### config.mk
export PLATFORM = sky130hd
export DESIGN_NAME = serial_add_ctrl_flat
export DESIGN_NICKNAME = d
export VERILOG_FILES = /design/src/rtl/serial_add_pkg.sv /design/src/rtl/serial_add_if.sv /design/src/rtl/fa_v1.sv /design/src/rtl/serial_add_ctrl.sv /design/src/flat_wrapper.sv
export SDC_FILE = /design/constraint.sdc
export NUM_CORES = 1
export LEC_CHECK = 0
export ABC_AREA = 1
export ABC_CLOCK_PERIOD_IN_PS = 2800
export CAP_MARGIN = 10
export CORE_AREA = 4 4 59 61
export DETAILED_ROUTE_END_ITERATION = 12
export DIE_AREA = 0 0 63 65
export GPL_TIMING_DRIVEN = 1
export PLACE_DENSITY = 0.78
export RECOVER_POWER = 25
export SYNTH_ARGS = -nofsm -noshare
export SYNTH_HDL_FRONTEND = slang
export SYNTH_HIERARCHICAL = 1
export SYNTH_SLANG_ARGS = --single-unit
### constraint.sdc
create_clock -name clk -period 2.8 [get_ports clk]
set_clock_uncertainty 0.05 [all_clocks]
set_input_delay 0.56 -clock clk [delete_from_list [all_inputs] [get_ports clk]]
set_output_delay 0.56 -clock clk [all_outputs]
set_load 0.05 [all_outputs]
### src/rtl/serial_add_pkg.sv
// Shared definitions for the bit-serial adder: FSM encoding, default width
// and a constant-foldable clog2 used to size the bit counter.
package serial_add_pkg;

    localparam int DEFAULT_WIDTH = 8;

    typedef enum logic [1:0] {
        ST_IDLE = 2'd0,
        ST_RUN  = 2'd1,
        ST_DONE = 2'd2
    } state_t;

    function automatic int clog2(input int value);
        int result;
        int v;
        result = 0;
        v = value - 1;
        while (v > 0) begin
            result = result + 1;
            v = v >> 1;
        end
        return result;
    endfunction

endpackage

### src/rtl/serial_add_if.sv
// Requester-side bundle of the serial adder: start/done handshake, operands
// and registered results.
interface serial_add_if
    import serial_add_pkg::*;
#(
    parameter int WIDTH = DEFAULT_WIDTH
);

    logic             start;
    logic [WIDTH-1:0] a;
    logic [WIDTH-1:0] b;
    logic             c_in;
    logic             busy;
    logic             done;
    logic [WIDTH-1:0] sum;
    logic             c_out;
    logic             overflow;

    modport master (
        output start, a, b, c_in,
        input  busy, done, sum, c_out, overflow
    );

    modport slave (
        input  start, a, b, c_in,
        output busy, done, sum, c_out, overflow
    );

endinterface

### src/rtl/fa_v1.sv
// Single-bit full-adder cell, the only arithmetic in the serial datapath.
module fa_v1 (
    input  logic a,
    input  logic b,
    input  logic ci,
    output logic s,
    output logic co
);

    assign s  = a ^ b ^ ci;
    assign co = (a & b) | (ci & (a ^ b));

endmodule

### src/rtl/serial_add_ctrl.sv
// Bit-serial adder controller: one fa_v1 cell walks a WIDTH-bit operand pair
// LSB first, one bit per clock, and reports sum, carry-out and overflow.
module serial_add_ctrl
    import serial_add_pkg::*;
#(
    parameter int WIDTH = DEFAULT_WIDTH
)
(
    input  logic        clk,
    input  logic        rst_n,
    serial_add_if.slave bus
);

    localparam int             CNT_W    = clog2(WIDTH);
    localparam logic [CNT_W-1:0] LAST_CNT = CNT_W'(WIDTH - 1);
    localparam logic [CNT_W-1:0] MSB_CNT  = CNT_W'(WIDTH - 2);

    state_t           state;
    state_t           state_next;
    logic [WIDTH-1:0] sh_a;
    logic [WIDTH-1:0] sh_b;
    logic [WIDTH-1:0] sum_q;
    logic [CNT_W-1:0] cnt;
    logic             carry;
    logic             msb_cin;
    logic             c_out_q;
    logic             overflow_q;
    logic             fa_s;
    logic             fa_co;
    logic             accept;
    logic             running;
    logic             busy_c;
    logic             done_c;

    fa_v1 u_fa (
        .a  (sh_a[0]),
        .b  (sh_b[0]),
        .ci (carry),
        .s  (fa_s),
        .co (fa_co)
    );

    assign running = (state == ST_RUN);
    // A start in RUN is dropped silently; IDLE and DONE both accept.
    assign accept  = bus.start && !running;

    always_ff @(posedge clk or negedge rst_n) begin
        if (!rst_n) begin
            state <= ST_IDLE;
        end else begin
            state <= state_next;
        end
    end

    always_comb begin
        state_next = state;
        busy_c     = 1'b0;
        done_c     = 1'b0;
        case (state)
            ST_IDLE: begin
                if (bus.start) state_next = ST_RUN;
            end
            ST_RUN: begin
                busy_c = 1'b1;
                if (cnt == LAST_CNT) state_next = ST_DONE;
            end
            ST_DONE: begin
                done_c     = 1'b1;
                state_next = bus.start ? ST_RUN : ST_IDLE;
            end
            default: state_next = ST_IDLE;
        endcase
    end

    always_ff @(posedge clk or negedge rst_n) begin
        if (!rst_n) begin
            sh_a       <= '0;
            sh_b       <= '0;
            sum_q      <= '0;
            cnt        <= '0;
            carry      <= 1'b0;
            msb_cin    <= 1'b0;
            c_out_q    <= 1'b0;
            overflow_q <= 1'b0;
        end else if (accept) begin
            sh_a       <= bus.a;
            sh_b       <= bus.b;
            carry      <= bus.c_in;
            cnt        <= '0;
            sum_q      <= '0;
            msb_cin    <= 1'b0;
            c_out_q    <= 1'b0;
            overflow_q <= 1'b0;
        end else if (running) begin
            sh_a  <= {1'b0, sh_a[WIDTH-1:1]};
            sh_b  <= {1'b0, sh_b[WIDTH-1:1]};
            sum_q <= {fa_s, sum_q[WIDTH-1:1]};
            carry <= fa_co;
            // Counter holds on the last bit so it never wraps mid-operation.
            if (cnt != LAST_CNT) cnt <= cnt + CNT_W'(1);
            if (cnt == MSB_CNT) msb_cin <= fa_co;
            if (cnt == LAST_CNT) begin
                c_out_q    <= fa_co;
                overflow_q <= msb_cin ^ fa_co;
            end
        end
    end

    assign bus.busy     = busy_c;
    assign bus.done     = done_c;
    assign bus.sum      = sum_q;
    assign bus.c_out    = c_out_q;
    assign bus.overflow = overflow_q;

endmodule

### src/flat_wrapper.sv
// flat-port wrapper written by rule: the top's interface ports become plain ports
module serial_add_ctrl_flat import serial_add_pkg::*;
#(
    parameter int WIDTH = DEFAULT_WIDTH
)
  (clk, rst_n, bus_start, bus_a, bus_b, bus_c_in, bus_busy, bus_done, bus_sum, bus_c_out, bus_overflow);
  serial_add_if #(.WIDTH(WIDTH)) bus_i ();
  input  logic clk;
  input  logic rst_n;
  input wire logic [$bits(bus_i.start)-1:0] bus_start;
  input wire logic [$bits(bus_i.a)-1:0] bus_a;
  input wire logic [$bits(bus_i.b)-1:0] bus_b;
  input wire logic [$bits(bus_i.c_in)-1:0] bus_c_in;
  output wire logic [$bits(bus_i.busy)-1:0] bus_busy;
  output wire logic [$bits(bus_i.done)-1:0] bus_done;
  output wire logic [$bits(bus_i.sum)-1:0] bus_sum;
  output wire logic [$bits(bus_i.c_out)-1:0] bus_c_out;
  output wire logic [$bits(bus_i.overflow)-1:0] bus_overflow;
  assign bus_i.start = bus_start;
  assign bus_i.a = bus_a;
  assign bus_i.b = bus_b;
  assign bus_i.c_in = bus_c_in;
  assign bus_busy = bus_i.busy;
  assign bus_done = bus_i.done;
  assign bus_sum = bus_i.sum;
  assign bus_c_out = bus_i.c_out;
  assign bus_overflow = bus_i.overflow;
  serial_add_ctrl #(.WIDTH(WIDTH)) u_core (.clk(clk), .rst_n(rst_n), .bus(bus_i));
endmodule
==> results of run 1 <==
## cell families after synthesis
| family | after synthesis | share of synthesized area, % |
|---|---|---|
| buffers and inverters | 29 | 9.22 |
| XOR/XNOR | 1 | 0.566 |
| adder cells (fa/ha/maj) | 5 | 4.53 |
| AND/OR/NAND/NOR | 95 | 28.7 |
| AO/OA/AOI/OAI | 9 | 3.56 |
| flip-flops | 33 | 53.4 |
## sequential cells by signal (all words and copies together) (netlist names)
name / cells
u_core/bus.sum: 8
u_core/sh_a: 8
u_core/sh_b: 8
u_core/cnt: 3
u_core/state: 2
u_core/bus.c_out: 1
u_core/bus.overflow: 1
u_core/carry: 1
u_core/msb_cin: 1
## placed cells by master (no fill, tap or decap), drive strengths merged
cell type / synthesis / routed
nand3: 52 / 52
nand2: 39 / 39
dfrtp: 33 / 33
clkdlybuf4s50: 0 / 30
inv: 21 / 21
o22ai: 8 / 8
clkbuf: 1 / 8
ha: 4 / 4
nor2: 4 / 4
buf: 7 / 2
dlygate4sd3: 0 / 1
o21ai: 1 / 1
xor2: 1 / 1
fa: 1 / 1
## per-layer routing
| layer | vias up | share of wire [%] | wire [um] |
|---|---|---|---|
| met5 | - | 0 | 0 |
| met4 | 0 | 1.5 | 47 |
| met3 | 5 | 6.1 | 193 |
| met2 | 32 | 47 | 1490 |
| met1 | 579 | 45 | 1410 |
| li1 | 629 | - | - |
## cells in the mapped netlist (all sizes together)
cell / n / area (sq um)
inv: 21 / 78.8
clkbuf: 1 / 3.75
ha: 4 / 50.1
o22ai: 8 / 50.1
fa: 1 / 20.0
nand2: 39 / 156
dfrtp: 33 / 826
o21ai: 1 / 5.00
buf: 7 / 60.1
nor2: 4 / 22.5
xor2: 1 / 8.76
nand3: 52 / 265
## power by group through the flow
stage / combinational (W) / clock (W) / sequential [W]
after floorplan: 0.000596 / 0 / 0.000996
after global placement: 0.00101 / 0 / 0.000795
after detailed placement: 0.00104 / 0 / 0.000809
after CTS: 0.00105 / 0.000274 / 0.000799
after global routing: 0.00114 / 0.000299 / 0.000823
final: 0.00104 / 0.000267 / 0.000800
## worst register-to-register path, stage by stage, from the launching register on
cell,delay [ps]
sky130_fd_sc_hd__dfrtp_1,400
sky130_fd_sc_hd__inv_1,100
sky130_fd_sc_hd__nand2_2,510
sky130_fd_sc_hd__nand2_1,350
sky130_fd_sc_hd__nor2_1,170
sky130_fd_sc_hd__nor2_1,70
## path summary, 6_finish.rpt
path                                                  to  slack [ps]  cells after the start
min in group asynchronous     u_core/sh_b[5]$_DFFE_PN0P_        1160                      2
max in group asynchronous  u_core/bus.sum[0]$_DFFE_PN0P_         560                      2
max                                             bus_busy         400                      3
min reg2reg                   u_core/sh_a[7]$_DFFE_PN0P_         440                      2
max reg2reg                     u_core/carry$_DFFE_PN0P_        1050                      5
min                           u_core/sh_a[7]$_DFFE_PN0P_         440                      2
## final cells by class
type	instances	area [sq um]	share of cell area, %
Inverter	21	78.8	4.13
Sequential cell	33	826	43.3
Multi-Input combinational cell	110	578	30.3
Timing Repair Buffer	34	329	17.2
Clock buffer	7	55.1	2.89
Tap cell	33	41.3	2.16
## stage by stage
step / hold WS, ps / total power, W / util (%)
final: 445 / 0.00211 / 64.1
after floorplan: 214 / 0.00159 / -
after global routing: 465 / 0.00227 / 64.1
after detailed placement: 421 / 0.00185 / 62.4
after CTS: 443 / 0.00212 / 64.2
after global placement: 409 / 0.00180 / 62.4
==> results_dict.tcl, run 1 <==
set metrics [dict create \
    cp-startpoint "u_core/state[0]$_DFFE_PN0P_" \
    synth_area_per_cell_sq_um 8.99 \
    tritoncts_num_sinks 33 \
    critical_path.reg2reg.startpoint "u_core/state[1]$_DFFE_PN0P_" \
    antenna_left 0 \
    post_route_cells_drive_above_1_share_pct 6.34 \
    cts_repair_resize_count 0 \
    worst_ep_arrival_time_ps 1790 \
    fmaxAchievable_mhz 417 \
    gate_count_post_synth 172 \
    globalRoute.totalOverflow 0 \
    worst_hold_launch "u_core/sh_a[7]$_DFFE_PN0P_" \
    placed_cells_incl_taps 231 \
    status "finished, violations left" \
    largest_net_degree_at_the_start_of_global_routing 40 \
    internal_power_w 0.00115 \
    timing.final.crit_period_ps 2400 \
    fillerInstances 261 \
    first_iter_violations 89 \
    grt.met3_usage_pct 6.59 \
    cp-start-kind "flip-flop" \
    max-slew-margin-rel_pct -14.2 \
    core.rowCount 20 \
    htree_levels 2 \
    grt_antenna_before_repair 0 \
    globalRoute.busiestLayer "met2" \
    dpl_worst_slack_ps 754 \
    vias 1245 \
    tritoncts "yes" \
    setup_repair_after_global_routing_missed_its_margin "no" \
    cts.root.buffer_cell "sky130_fd_sc_hd__clkbuf_4" \
    post-cts-setup-buffer-count 0 \
    global_route_wire_length_before_repair_um 5250 \
    via_per_inst 5.23 \
    layout-area-overhead-vs-synth_pct 23.4 \
    nets 230 \
    grt_usage_pct 16.5 \
    syn_nets 197 \
    p_comb_share_pct 49.4 \
    critical_path.n_buffers_inverters 2 \
    power_frac_clock_pct 12.7 \
    port-buffer-count 31 \
    die_h_um 65 \
    first_pass_detailed_route_iteration_total 4 \
    post-route-worst-setup-slack_ps 405 \
    period_share_pct 85.5 \
    hold_violations 0 \
    setup_tns_ps 0 \
    critical_path_cell_list "inv_1 -> nor2_4 -> clkdlybuf4s50_1" \
    post_drt_wl_per_cell_um 13.2 \
    area_of_all_placed_cells_without_fillers_sq_um 1910 \
    power.density_nw_per_um2 1100 \
    worstPathRequired_ps 2190 \
    die-width_um 63 \
    start_util_pct 51.9 \
    cts.path.max_buffers 2 \
    placed_area_sq_um 1860 \
    met1_usage_pct 19.7 \
    switchingPower_w 0.000953 \
    use_met2_pct 26.9 \
    critical-path-top-delay-family "buffers and inverters" \
    power_switching_share_pct 45.3 \
    path_max_fanout 6 \
    critPathSlowestCell "sky130_fd_sc_hd__clkdlybuf4s50_1" \
    drcViolationCount 0 \
    violated_checks "capacitance limit, slew limit" \
    syn_area_sq_um 1550 \
    numCtsBuffers 5 \
    cellLeakagePower_nw 0.957 \
    yosys.cell_types.count 18 \
    i_o_pin_total 32 \
    cts_hold_buf 0 \
    hpwlAfterDp_um 2200 \
    worst_path_largest_cell_delay_ps 810 \
    grt_pass1_vias 1201 \
    worstMarginPinSlew_ps 1710 \
    core_sq_um 2980 \
    vdd.ir_drop.worst_v 0.000611 \
    finalSetupViolCount 0 \
    yosysWarningCount 6 \
    insertion_delay_ps 330 \
    insertedDiodeCount 0 \
    classification_of_the_worst_slack_hold_path "reg -> reg" \
    yosys_register_bits 33 \
    gp_congestion 0.780 \
    crit_path_category "reg -> out" \
    seq_power_share_pct 38.0 \
    cap_viol_max_count 1 \
    die_area_sq_um 4100 \
    maxSlewViolCount 34 \
    finalNonFillerCells 238 \
    endpoint_kind "output port" \
    cts.clk_slew.worst_paths_ps 90 \
    yosysSeqAreaShare_pct 53.4 \
    routed_wirelength_um 3150 \
]
Note: power is estimated with default switching activity, not from simulation.
==> inputs of run 2 (changes only) <==
Settings changed: CTS_CLUSTER_SIZE set to 16.
==> results of run 2 <==
Same layout as run 1: the final DEF is identical, and so are final timing and power.
==> inputs of run 3 (changes only) <==
Settings changed: CORE_AREA 4 4 59 61 to 4 4 60 62, DIE_AREA 0 0 63 65 to 0 0 64 66, PLACE_DENSITY 0.78 to 0.77, SKIP_LAST_GASP set to 1, SYNTH_HIERARCHICAL 1 to unset.
==> run 3 against run 2 <==
  * The run still ends with capacitance limit, slew limit left
  * Critical path depth did not move
  * Register-to-register slack improved by 260 ps
  * Global-route usage rose by 0.61 points
  * First-iteration DRC count fell by 24%
  * Wire length fell by 0.64%
  * Die area rose by 3.2%
  * Clock power barely moved
  * Sequential share of layout area fell by 1.3 points
  * Sequential cell count did not move
==> results_dict.tcl, run 3 <==
set metrics [dict create \
    power.density_nw_per_um2 1060 \
    synth_area_per_cell_sq_um 9.26 \
    flip_flop_cell_with_the_highest_count_after_synthesis "sky130_fd_sc_hd__dfrtp_1" \
    die_area_sq_um 4220 \
    cp-startpoint "u_core.state[0]$_DFFE_PN0P_" \
    regToRegEndpoint "u_core.msb_cin$_DFFE_PN0P_" \
    layout-area-overhead-vs-synth_pct 24.3 \
    via_per_inst 5.14 \
    maxSlewViolCount 34 \
    cts_hold_buf 0 \
    gp_congestion 0.808 \
    critical_path.reg2reg.startpoint "u_core.state[1]$_DFFE_PN0P_" \
    path_max_fanout 6 \
    setup_repair_after_global_routing_missed_its_margin "no" \
    r2r.worst_path.cells 5 \
    i_o_pin_total 32 \
    cts.clk_slew.worst_paths_ps 90 \
    antenna_left 0 \
    period_share_pct 84.4 \
    cell_types_with_the_largest_area_share_after_synthesis "sky130_fd_sc_hd__dfrtp_1 52%, sky130_fd_sc_hd__nand3_1 14%, sky130_fd_sc_hd__nand2_1 8.3%" \
    cellLeakagePower_nw 0.948 \
    synth.most_common_cell "sky130_fd_sc_hd__nand3_1" \
    cp-start-kind "flip-flop" \
    core_sq_um 3030 \
    core.rowCount 20 \
    cts.root.buffer_cell "sky130_fd_sc_hd__clkbuf_4" \
    largest_net_degree_at_the_start_of_global_routing 34 \
    placed_cells_incl_taps 242 \
    synth_top_area_share_pct 52.2 \
    vias 1279 \
    drcViolationCount 0 \
    cts.path.max_buffers 2 \
    critical_path_cell_list "inv_2 -> nor2_4 -> clkdlybuf4s50_1" \
    worst_ep_arrival_time_ps 1750 \
    start_util_pct 52.3 \
    die-width_um 64 \
    grt_pass1_vias 1302 \
    finalSetupViolCount 0 \
    most_frequent_standard_cell_in_the_layout_excluding_fill_and_tap_cells "sky130_fd_sc_hd__nand3_1" \
    tritoncts "yes" \
    setup_crit_end "bus_busy" \
    vdd.ir_drop.worst_v 0.000387 \
    numCtsBuffers 5 \
    worstMarginPinSlew_ps 1740 \
    insertedDiodeCount 0 \
    layout.cells.most_common_list "44 x sky130_fd_sc_hd__nand3_1, 35 x sky130_fd_sc_hd__nand2_1, 33 x sky130_fd_sc_hd__dfrtp_1, 30 x sky130_fd_sc_hd__clkdlybuf4s50_1, 19 x sky130_fd_sc_hd__inv_1" \
    classification_of_the_worst_slack_hold_path "reg -> reg" \
    yosysWarningCount 0 \
    syn_nets 195 \
    hold_violations 0 \
    hpwlAfterDp_um 2330 \
    endpoint_kind "output port" \
    nets 229 \
    synth_enable_flop_cells 0 \
    placed_area_sq_um 1920 \
    htree_levels 2 \
    critPathSlowestCell "sky130_fd_sc_hd__clkdlybuf4s50_1" \
    syn_area_sq_um 1580 \
    synth_top_cells_by_count "44 x sky130_fd_sc_hd__nand3_1, 35 x sky130_fd_sc_hd__nand2_1, 33 x sky130_fd_sc_hd__dfrtp_1" \
    regToRegSetupSlack_ps 1310 \
    grt_antenna_before_repair 0 \
    yosysSeqAreaShare_pct 52.2 \
    first_iter_violations 68 \
    worstPathRequired_ps 2190 \
    yosys.area.top_type "sky130_fd_sc_hd__dfrtp_1" \
    cts_repair_resize_count 0 \
    grt_usage_pct 17.1 \
    die_h_um 66 \
    insertion_delay_ps 320 \
    routed_wirelength_um 3130 \
    global_route_wire_length_before_repair_um 5460 \
    synth-async-reset-ratio_pct 100 \
    crit_path_category "reg -> out" \
    finalNonFillerCells 249 \
    post-cts-setup-buffer-count 0 \
    hold_slack_ps 448 \
    yosys_register_bits 33 \
    port-buffer-count 31 \
    yosys.cell_types.count 19 \
    violated_checks "capacitance limit, slew limit" \
    area_of_all_placed_cells_without_fillers_sq_um 1970 \
    max-slew-margin-rel_pct -16.0 \
    status "finished, violations left" \
    globalRoute.totalOverflow 0 \
    cap_viol_max_count 1 \
    timing.final.crit_period_ps 2360 \
    fmaxAchievable_mhz 423 \
    fillerInstances 267 \
    worst_path_largest_cell_delay_ps 820 \
    setup_tns_ps 0 \
    gate_count_post_synth 171 \
    post_drt_wl_per_cell_um 12.6 \
    tritoncts_num_sinks 33 \
    post_route_cells_drive_above_1_share_pct 12.7 \
    first_pass_detailed_route_iteration_total 4 \
]
==> run 3: changes by cell type after synthesis, sizes merged <==
cell and delta:
nand2 -2, clkbuf -1, xnor2 +1, xor2 -1, nand3 +2, buf +1, inv +2, ha -1
nor2 -2
==> run 3: per-layer routing <==
layer	GRT usage (%)	share of wire [%]	vias up	wire length, um
met5	0	0	-	0
met4	9.97	2.2	0	68
met3	5.27	6.0	6	187
met2	29.8	51	38	1610
met1	18.2	40	609	1270
li1	-	-	626	-
==> run 3: layout make-up <==
class                      instances  area [sq um]  area share, %
clock buffer                       7          55.1           2.80
tap                               44          55.1           2.80
sequential                        33           826           42.0
timing repair buffer              35           337           17.1
multi-input combinational        107           606           30.8
inverter                          23          88.8           4.52
==> run 3: worst max-delay path, delay by kind of cell (launching register included) <==
kind | cells | cell delay (ps)
buffers and inverters | 2 | 890
DFF | 1 | 450
and+or+nand+nor | 1 | 100
==> run 3: worst min-delay path by stage <==
stage / slack (ps) / cells after the start / end / from
floorplan: 210 / 0 / u_core.bus.c_out$_DFFE_PN0P_ / rst_n
global placement: 410 / 2 / u_core.sh_b[7]$_DFFE_PN0P_ / u_core.sh_b[7]$_DFFE_PN0P_
detailed placement: 430 / 2 / u_core.sh_a[7]$_DFFE_PN0P_ / u_core.sh_a[7]$_DFFE_PN0P_
CTS: 450 / 2 / u_core.sh_a[7]$_DFFE_PN0P_ / u_core.sh_a[7]$_DFFE_PN0P_
global route: 480 / 2 / u_core.sh_b[2]$_DFFE_PN0P_ / u_core.sh_b[3]$_DFFE_PN0P_
finish: 450 / 2 / u_core.sh_a[7]$_DFFE_PN0P_ / u_core.sh_a[7]$_DFFE_PN0P_
==> run 3: per-stage QoR <==
| stage | utilization [%] | power, W | setup slack, ps |
|---|---|---|---|
| after global placement | 63.3 | 0.00179 | 799 |
| after global routing | 65.0 | 0.00225 | 191 |
| after floorplan | - | 0.00158 | 1090 |
| after CTS | 65.1 | 0.00211 | 426 |
| after detailed placement | 63.3 | 0.00184 | 789 |
| final | 65.0 | 0.00208 | 437 |
==> run 3: kinds of logic after synthesis <==
| logic type | Yosys count | synth area share (%) |
|---|---|---|
| AND/OR/NAND/NOR | 93 | 30.6 |
| flip-flops | 33 | 52.2 |
| buffers and inverters | 31 | 9.56 |
| AO/OA/AOI/OAI | 9 | 3.48 |
| adder cells (fa/ha/maj) | 4 | 3.64 |
| XOR/XNOR | 1 | 0.553 |
==> run 3: power by group <==
| part | internal (W) | leakage [nW] | switching [W] |
|---|---|---|---|
| sequential | 0.000669 | 0.428 | 0.000119 |
| clock | 0.000118 | 0.0314 | 0.000145 |
| combinational | 0.000365 | 0.488 | 0.000667 |
